**config.mk**
```make
export PLATFORM = sky130hd
export DESIGN_NAME = score_display_scan
export DESIGN_NICKNAME = d
export VERILOG_FILES = /design/src/rtl/score_display_pkg.sv /design/src/rtl/bcd_to_seg7.sv /design/src/rtl/score_display_scan.sv
export SDC_FILE = /design/constraint.sdc
export NUM_CORES = 1
export LEC_CHECK = 0
export ABC_AREA = 1
export BUFFER_PORTS_ARGS = -buffer_cell sky130_fd_sc_hd__buf_2
export CAP_MARGIN = 20
export CORE_MARGIN = 1
export CORE_UTILIZATION = 30
export CTS_CLUSTER_SIZE = 12
export DETAILED_ROUTE_END_ITERATION = 8
export HOLD_SLACK_MARGIN = 0.15
export PLACE_DENSITY_LB_ADDON = 0.08
export RECOVER_POWER = 100
export SLEW_MARGIN = 20
export SYNTH_ARGS = -nofsm -noshare
export SYNTH_HDL_FRONTEND = slang
export SYNTH_HIERARCHICAL = 1
export SYNTH_SLANG_ARGS = --single-unit
export TNS_END_PERCENT = 100
```
**constraint.sdc**
```tcl
create_clock -name clk -period 2.22 [get_ports clk]
set_input_delay 0.444 -clock clk [delete_from_list [all_inputs] [get_ports clk]]
set_output_delay 0.444 -clock clk [all_outputs]
set_load 0.02 [all_outputs]
```
**src/rtl/score_display_pkg.sv**
```systemverilog
// score_display_pkg
// Shared constants for the score readout scan driver.
//   BCD_W              : width of one packed BCD digit
//   SEG_0 .. SEG_9     : active-high seven-segment codes {g,f,e,d,c,b,a}
//   SEG_DASH           : error marker shown for nibbles 0xA-0xF
//   SEG_OFF            : all segments dark (active-high sense)
package score_display_pkg;

    localparam int BCD_W = 4;

    localparam logic [6:0] SEG_0    = 7'h3F;
    localparam logic [6:0] SEG_1    = 7'h06;
    localparam logic [6:0] SEG_2    = 7'h5B;
    localparam logic [6:0] SEG_3    = 7'h4F;
    localparam logic [6:0] SEG_4    = 7'h66;
    localparam logic [6:0] SEG_5    = 7'h6D;
    localparam logic [6:0] SEG_6    = 7'h7D;
    localparam logic [6:0] SEG_7    = 7'h07;
    localparam logic [6:0] SEG_8    = 7'h7F;
    localparam logic [6:0] SEG_9    = 7'h6F;
    localparam logic [6:0] SEG_DASH = 7'h40;
    localparam logic [6:0] SEG_OFF  = 7'h00;

endpackage

```
**src/rtl/bcd_to_seg7.sv**
```systemverilog
// bcd_to_seg7
// Combinational BCD to seven-segment decoder, active-high output.
// Ports:
//   bcd  in  4  BCD digit; values above 9 decode to a dash
//   code out 7  segment code {g,f,e,d,c,b,a}, code[0] = a
module bcd_to_seg7
    import score_display_pkg::*;
(
    input  logic [BCD_W-1:0] bcd,
    output logic [6:0]       code
);

    always_comb begin
        case (bcd)
            4'd0:    code = SEG_0;
            4'd1:    code = SEG_1;
            4'd2:    code = SEG_2;
            4'd3:    code = SEG_3;
            4'd4:    code = SEG_4;
            4'd5:    code = SEG_5;
            4'd6:    code = SEG_6;
            4'd7:    code = SEG_7;
            4'd8:    code = SEG_8;
            4'd9:    code = SEG_9;
            default: code = SEG_DASH;
        endcase
    end

endmodule

```
**src/rtl/score_display_scan.sv**
```systemverilog
// score_display_scan
// Time-multiplexed seven-segment scan driver for the score readout.
// Digits are captured into a pending buffer on load and copied into the
// displayed buffer only at a frame boundary, so a frame never mixes old and
// new digits. Each digit slot starts with a short all-off window to stop
// ghosting between neighbouring digits. Optional leading-zero suppression.
// Ports:
//   clk                 in  1             system clock
//   reset               in  1             synchronous, active-high
//   digits_in           in  4*NUM_DIGITS  packed BCD, digit 0 (ones) at [3:0]
//   load                in  1             strobe: capture digits_in into pending
//   blank_leading_zeros in  1             enable leading-zero suppression
//   an                  out NUM_DIGITS    digit selects, an[i] drives digit i
//   seg                 out 7             segments {g,f,e,d,c,b,a}
//   frame_done          out 1             pulse after the last slot of a frame
// All outputs are registered: they reflect the scan state one cycle earlier.
module score_display_scan
    import score_display_pkg::*;
#(
    parameter int NUM_DIGITS       = 8,
    parameter int REFRESH_DIV      = 100000,
    parameter int BLANK_CYCLES     = 16,
    parameter bit ANODE_ACTIVE_LOW = 1'b1,
    parameter bit SEG_ACTIVE_LOW   = 1'b1
) (
    input  logic                        clk,
    input  logic                        reset,
    input  logic [BCD_W*NUM_DIGITS-1:0] digits_in,
    input  logic                        load,
    input  logic                        blank_leading_zeros,
    output logic [NUM_DIGITS-1:0]       an,
    output logic [6:0]                  seg,
    output logic                        frame_done
);

    localparam int CNT_W = (REFRESH_DIV > 1) ? $clog2(REFRESH_DIV) : 1;
    localparam int IDX_W = (NUM_DIGITS > 1) ? $clog2(NUM_DIGITS) : 1;
    localparam int BUF_W = BCD_W * NUM_DIGITS;

    // XOR masks that turn active-high intent into board polarity
    localparam logic [NUM_DIGITS-1:0] AN_POL  = {NUM_DIGITS{ANODE_ACTIVE_LOW}};
    localparam logic [6:0]            SEG_POL = {7{SEG_ACTIVE_LOW}};

    logic [CNT_W-1:0]      cnt;
    logic [IDX_W-1:0]      idx;
    logic [BUF_W-1:0]      pend;
    logic [BUF_W-1:0]      shown;
    logic                  pend_valid;

    logic                  slot_end;
    logic                  frame_end;
    logic                  in_blank;
    logic                  lz_blank;
    logic                  drive;
    logic [BCD_W-1:0]      cur_digit;
    logic [6:0]            cur_code;
    logic [NUM_DIGITS-1:0] sel_onehot;
    logic [NUM_DIGITS-1:0] zero_from;
    logic [NUM_DIGITS-1:0] an_act;
    logic [6:0]            seg_act;

    assign slot_end  = (cnt == CNT_W'(REFRESH_DIV - 1));
    assign frame_end = slot_end && (idx == IDX_W'(NUM_DIGITS - 1));
    assign in_blank  = (int'(cnt) < BLANK_CYCLES);
    assign cur_digit = shown[BCD_W*int'(idx) +: BCD_W];

    // zero_from[i] is set when digits i..NUM_DIGITS-1 of the shown value are all zero
    always_comb begin
        logic z;
        z         = 1'b1;
        zero_from = '0;
        for (int i = NUM_DIGITS - 1; i >= 0; i--) begin
            z            = z && (shown[BCD_W*i +: BCD_W] == '0);
            zero_from[i] = z;
        end
    end

    // the ones digit always stays lit so a zero score still reads "0"
    assign lz_blank = blank_leading_zeros && (idx != '0) && zero_from[idx];
    assign drive    = !in_blank && !lz_blank;

    always_comb begin
        sel_onehot      = '0;
        sel_onehot[idx] = 1'b1;
    end

    bcd_to_seg7 u_dec (
        .bcd  (cur_digit),
        .code (cur_code)
    );

    assign an_act  = drive ? sel_onehot : '0;
    assign seg_act = drive ? cur_code : SEG_OFF;

    always_ff @(posedge clk) begin
        if (reset) begin
            cnt        <= '0;
            idx        <= '0;
            pend       <= '0;
            shown      <= '0;
            pend_valid <= 1'b0;
            frame_done <= 1'b0;
            an         <= AN_POL;
            seg        <= SEG_POL ^ SEG_OFF;
        end else begin
            cnt <= slot_end ? '0 : cnt + CNT_W'(1);
            if (slot_end) begin
                idx <= (idx == IDX_W'(NUM_DIGITS - 1)) ? '0 : idx + IDX_W'(1);
            end

            // shown takes the pending value held before this edge; a load on the
            // boundary cycle refills pend and waits for the following frame
            if (frame_end && pend_valid) begin
                shown <= pend;
            end
            if (load) begin
                pend       <= digits_in;
                pend_valid <= 1'b1;
            end else if (frame_end) begin
                pend_valid <= 1'b0;
            end

            frame_done <= frame_end;
            an         <= AN_POL ^ an_act;
            seg        <= SEG_POL ^ seg_act;
        end
    end

endmodule

```
==> flow_metrics.env, run 1 <==
export IMPL_synth_edf_count=0
export IMPL_synth_flop_cell="dfxtp_1"
export IMPL_holdCritStartpoint="digits_in[3]"
export IMPL_crit_type="register to register"
export IMPL_cpPeakStageDelay_ns=0.34
export IMPL_grt_pass1_wl_um=19300
export IMPL_ys_ff_latch=101
export IMPL_required_ns=2.44
export IMPL_coreArea_um2=15100
export IMPL_setup_tns_ns=0
export IMPL_grt_max_degree=40
export IMPL_dr_wl_met2_um=4550
export IMPL_fp_dieH_um=126
export IMPL_yosys_warnings=6
export IMPL_drt_met1_wl_um=5860
export IMPL_p_leak_uw=0.00262
export IMPL_top_layer="met4"
export IMPL_gp_congestion=0.863
export IMPL_netlist_area_um2=4630
export IMPL_vdd_ir_drop_max_mv=0.410
export IMPL_ys_seq_area_frac=0.436
export IMPL_cp_common_cell="nand2_1"
export IMPL_finalSetupViolations=0
export IMPL_drc=0
export IMPL_die_w_um=126
export IMPL_path_cells="nor2_1 -> nand2_1 -> o22ai_1 -> a21oi_2 -> nand3_2 -> inv_2 -> ha_1 -> nand2_1 -> nand2_1 -> nand2_1 -> nand2_1 -> inv_1 -> nor2_1 -> nand3_2"
export IMPL_run_status="finished, final reports clean"
export IMPL_antenna_found_initial=0
export IMPL_yosys_area_top_type="dfxtp_1"
export IMPL_io_buffer_count=51
export IMPL_synthArstFlopShare=0
export IMPL_track_usage=0.151
export IMPL_htree_levels=3
export IMPL_slew_headroom=0.318
export IMPL_wl_per_cell_um=11.9
export IMPL_clk_pin_slew_ns=0.07
export IMPL_syn_inst=680
export IMPL_ctsHoldBuffers=0
export IMPL_synthTopCellsByArea="dfxtp_1 (44%), nor2_1 (15%), nand2_1 (11%)"
export IMPL_post_cts_buffers=0
export IMPL_hp_class="primary input to register"
export IMPL_diodes=0
export IMPL_cp_startpoint="idx[2]"
export IMPL_cts_tree="built"
export IMPL_dr_first_iter_drc_count=194
export IMPL_die_area_um2=15900
export IMPL_fin_crit_sh=0.897
export IMPL_cts_root_buf="clkbuf_16"
export IMPL_numCtsBuffers=9
export IMPL_cts_sinks=101
export IMPL_fin_crit_ns=1.99
export IMPL_wl_met3_um=355
export IMPL_vias=4129
export IMPL_ys_types=30
export IMPL_routed_wl_um=11000
export IMPL_yosysMostFrequentCell="nor2_1"
export IMPL_routed_via_density=4.47
export IMPL_cts_path_max_buffers=2
export IMPL_crit_arrival_ns=2.21
export IMPL_clkLatencyLatePin_ns=0.35
export IMPL_hold_depth=3
export IMPL_final_max_slew_violation_count=0
export IMPL_drive_above_1_share=0.115
export IMPL_power_uw=3750
export IMPL_slowest_stage="dfxtp_2"
export IMPL_p_per_area_nw_per_um2=696
export IMPL_areaGrowthSynthToFinish_pct=16.4
export IMPL_nNetsFinal=777
export IMPL_synth_top_area_share=0.436
export IMPL_hpwl_um=7930
export IMPL_path_max_fanout=5
export IMPL_worstReg2RegStart="idx[2]"
export IMPL_grt_pass1_vias=3869
export IMPL_start_kind="register"
export IMPL_syn_nets=726
export IMPL_synthTopCellsByCount="nor2_1 (185), nand2_1 (139), dfxtp_1 (101)"
export IMPL_grt_overflow=0
export IMPL_rows=45
export IMPL_reg2reg_depth=14
export IMPL_avgSynthCellArea_um2=6.81
export IMPL_tightest_slew_ns=1.02
export IMPL_finalHoldViolations=0
export IMPL_final_antenna_net_count=0
export IMPL_initial_core_util=0.306
export IMPL_rsz0062_at_grt="no"
export IMPL_max_cap_violations=0
export IMPL_dr_pass1_iters=4
export IMPL_fmax_mhz=502
export IMPL_finClkSkew_ns=0.00474
export IMPL_ios=52
export IMPL_end_kind="register"
-- flip-flops by register name (all words and copies together) (netlist names) --
| signal | flops |
|---|---|
| an | 8 |
| cnt | 17 |
| frame_done | 1 |
| idx | 3 |
| pend | 32 |
| pend_valid | 1 |
| seg | 7 |
| shown | 32 |
-- per-layer routing --
metal  vias to the layer above  GRT usage
li1                       2218          -
met1                      1830      0.215
met2                        69      0.224
met3                        12     0.0276
met4                         0     0.0617
met5                         -          0
-- critical path: cells and delay by family, from the launching register on --
family                     cells  cell delay [ns]
and+or+nand+nor                9             0.87
DFF                            1             0.34
adders and majority gates      1             0.27
AOI/OAI and AO/OA              2             0.26
buffers and inverters          2             0.12
-- report_power, final --
group          switching (uW)  total (uW)  internal (uW)
Clock                     680        1730           1050
Sequential               22.8        1880           1860
Combinational            85.7         140           54.3
Total                     789        3750           2960
-- per-stage QoR --
step / worst slack, ns / util / cell area [um^2] / cells / hold slack [ns]
2_1_floorplan: 0.305 / - / 4630 / 680 / 0.417
3_3_place_gp: 0.178 / 0.338 / 5120 / 908 / 0.429
3_5_place_dp: 0.0749 / 0.338 / 5120 / 908 / 0.450
4_1_cts: 0.0628 / 0.360 / 5450 / 924 / 0.302
5_1_grt: 0.0184 / 0.356 / 5390 / 924 / 0.308
6_report: 0.229 / 0.356 / 5390 / 924 / 0.318
-- layout make-up --
cell class | count | area (um^2)
well taps | 188 | 235
fillers | 1676 | 9750
flip-flops and latches | 101 | 2020
clock buffers | 13 | 260
clock inverters | 3 | 67.6
repair buffers | 66 | 345
inverters | 79 | 299
multi-input cells | 474 | 2160
-- placed cells by master (no fill, tap or decap), types with 3 or more instances in the layout --
cell	instances
nand3_2	8
ha_1	10
clkbuf_1	20
o21ai_0	47
nand2_1	140
nand3_1	25
nand4_1	8
xor2_1	3
dfxtp_1	100
buf_4	10
nor2_2	3
inv_2	5
nor3_1	7
inv_1	72
o22ai_1	6
clkbuf_16	9
a21oi_1	20
nor2_1	185
buf_2	34
-- final timing paths --
kind | endpoint | slack [ns]
max | seg[3] | 0.23
min | pend[3] | 0.32
max reg2reg | seg[3] | 0.23
min reg2reg | cnt[0] | 0.45
-- logic make-up after synthesis --
logic type	share of synthesized area
and+or+nand+nor	0.348
buffers and inverters	0.0945
DFF	0.436
AOI/OAI and AO/OA	0.0886
adders and majority gates	0.0270
xor gates and xnor gates	0.00567
-- repair_timing --
item                       4_1_cts  5_1_grt
setup endpoints to repair        0        7
hold endpoints to repair         0        0
resized for setup                0        9
(Power assumes the default switching activity.)
==> run 2, diff against run 1 <==
Settings changed: BUFFER_PORTS_ARGS -buffer_cell sky130_fd_sc_hd__buf_2 to -buffer_cell sky130_fd_sc_hd__buf_4, REMOVE_ABC_BUFFERS from default to 1.
==> run 2 against run 1 <==
Net effect:
- cell count down 0.43%
- wire length down 2.1%
- first-iteration DRC count down 4.1%
- count of clock-buffer cells in the layout down 4
- register-to-register slack worse by 0.04 ns
- worst setup slack worse by 0.035 ns
- maximum frequency down 1.7%
- largest cell class unchanged
==> flow_metrics.env, run 2 (same netlist as run 1, synthesis figures left out) <==
export IMPL_fin_crit_sh=0.912
export IMPL_grt_max_degree=70
export IMPL_drive_above_1_share=0.108
export IMPL_vias=4020
export IMPL_grt_pass1_vias=3842
export IMPL_p_per_area_nw_per_um2=685
export IMPL_htree_levels=3
export IMPL_run_status="finished, final reports clean"
export IMPL_diodes=0
export IMPL_coreArea_um2=15100
export IMPL_initial_core_util=0.306
export IMPL_finClkSkew_ns=0.00816
export IMPL_io_buffer_count=51
export IMPL_n_fill_cell=1673
export IMPL_end_kind="register"
export IMPL_numCtsBuffers=9
export IMPL_cts_root_buf="clkbuf_16"
export IMPL_fin_crit_ns=2.03
export IMPL_routed_via_density=4.37
export IMPL_grt_overflow=0
export IMPL_nNetsFinal=773
export IMPL_cts_tree="built"
export IMPL_rsz0062_at_grt="no"
export IMPL_routed_wl_um=10700
export IMPL_cts_path_max_buffers=2
export IMPL_tightest_slew_ns=1.26
export IMPL_antenna_found_initial=0
export IMPL_seq_area_um2=2020
export IMPL_setup_tns_ns=0
export IMPL_max_cap_violations=0
export IMPL_track_usage=0.145
export IMPL_p_leak_uw=0.00260
export IMPL_wl_per_cell_um=11.7
export IMPL_areaGrowthSynthToFinish_pct=17.2
export IMPL_final_cell_mix="nor2_1 (185), nand2_1 (139), dfxtp_1 (100)"
export IMPL_crit_type="register to register"
export IMPL_cts_sinks=101
export IMPL_final_max_slew_violation_count=0
export IMPL_rows=45
export IMPL_slew_headroom=0.161
export IMPL_gp_congestion=0.827
export IMPL_grt_pass1_wl_um=18300
export IMPL_top_regs="pend x32, shown x32, cnt x17"
export IMPL_finish_utilization=0.359
export IMPL_drc=0
export IMPL_crit_arrival_ns=2.25
export IMPL_ios=52
export IMPL_hp_class="primary input to register"
export IMPL_clkLatencyLatePin_ns=0.35
export IMPL_finalSetupViolations=0
export IMPL_path_max_fanout=5
export IMPL_dr_pass1_iters=4
export IMPL_dr_first_iter_drc_count=186
export IMPL_clk_pin_slew_ns=0.07
export IMPL_die_w_um=126
export IMPL_hpwl_um=7580
export IMPL_vdd_ir_drop_max_mv=0.356
export IMPL_multi_input_area_um2=2140
export IMPL_fmax_mhz=494
export IMPL_required_ns=2.45
export IMPL_final_antenna_net_count=0
export IMPL_fp_dieH_um=126
export IMPL_finalHoldViolations=0
export IMPL_start_kind="register"
export IMPL_die_area_um2=15900
export IMPL_final_common_cell="nor2_1"
export IMPL_ctsHoldBuffers=0
==> run 2: changes by cell type in the layout (fill, tap and decap cells not counted), sizes merged <==
| cell | change |
|---|---|
| clkinv | +3 |
| buf | -3 |
| clkinvlp | +1 |
| clkbuf | -5 |
==> run 2: cell type report <==
cell class	instances	share of cell area
Timing Repair Buffer	62	0.0781
Clock buffer	9	0.0415
Multi-Input combinational cell	474	0.393
Sequential cell	101	0.372
Clock inverter	7	0.0166
Inverter	79	0.0546
Tap cell	188	0.0433
==> run 2: what timing repair did <==
action | CTS | global route
resized for setup | 0 | 5
setup buffers | 0 | 0
endpoints found under the setup margin | 0 | 6
==> run 2: power breakdown <==
part | internal (uW) | switching [uW] | total [uW]
Sequential | 1860 | 22.7 | 1880
Combinational | 72.6 | 85.5 | 158
Clock | 981 | 699 | 1680
Total | 2910 | 807 | 3720
==> run 2: path summary, 6_finish.rpt <==
check                                   start  endpoint  slack, ns  cells after the start
worst max-delay path                   idx[2]    seg[3]       0.19                     14
worst min-delay path            digits_in[31]  pend[31]       0.31                      3
worst max register to register         idx[2]    seg[3]       0.19                     14
worst min register to register         cnt[0]    cnt[0]       0.45                      1
==> run 2: worst max-delay path, cell delays in order (launching register included) <==
cell and delay, ns:
dfxtp_2 0.35, nor2_1 0.21, nand2_1 0.13, o22ai_1 0.16, a21oi_1 0.06, nand3_1 0.15, inv_2 0.08, ha_1 0.28
nand2_1 0.07, nand2_1 0.08, nand2_1 0.04, nand2_1 0.05, inv_1 0.04, nor2_1 0.11, nand3_2 0.08
==> run 2: per-layer routing <==
layer,track usage,part of all wire,wire length (um),up-vias
li1,-,-,-,2206
met1,0.193,0.53,5690,1737
met2,0.222,0.42,4490,61
met3,0.0289,0.028,302,16
met4,0.0751,0.023,250,0
met5,0,0,0,-
==> run 2: per-stage QoR <==
step	instances	total power (uW)	worst slack (ns)	instance area, um^2	hold slack (ns)
6_report	920	3720	0.194	5430	0.310
5_1_grt	920	3870	0.0175	5430	0.312
4_1_cts	920	3780	0.0866	5550	0.299
3_5_place_dp	904	2080	0.113	5230	0.438
3_3_place_gp	904	2080	0.198	5230	0.431
2_1_floorplan	654	1990	-0.0165	4490	0.418
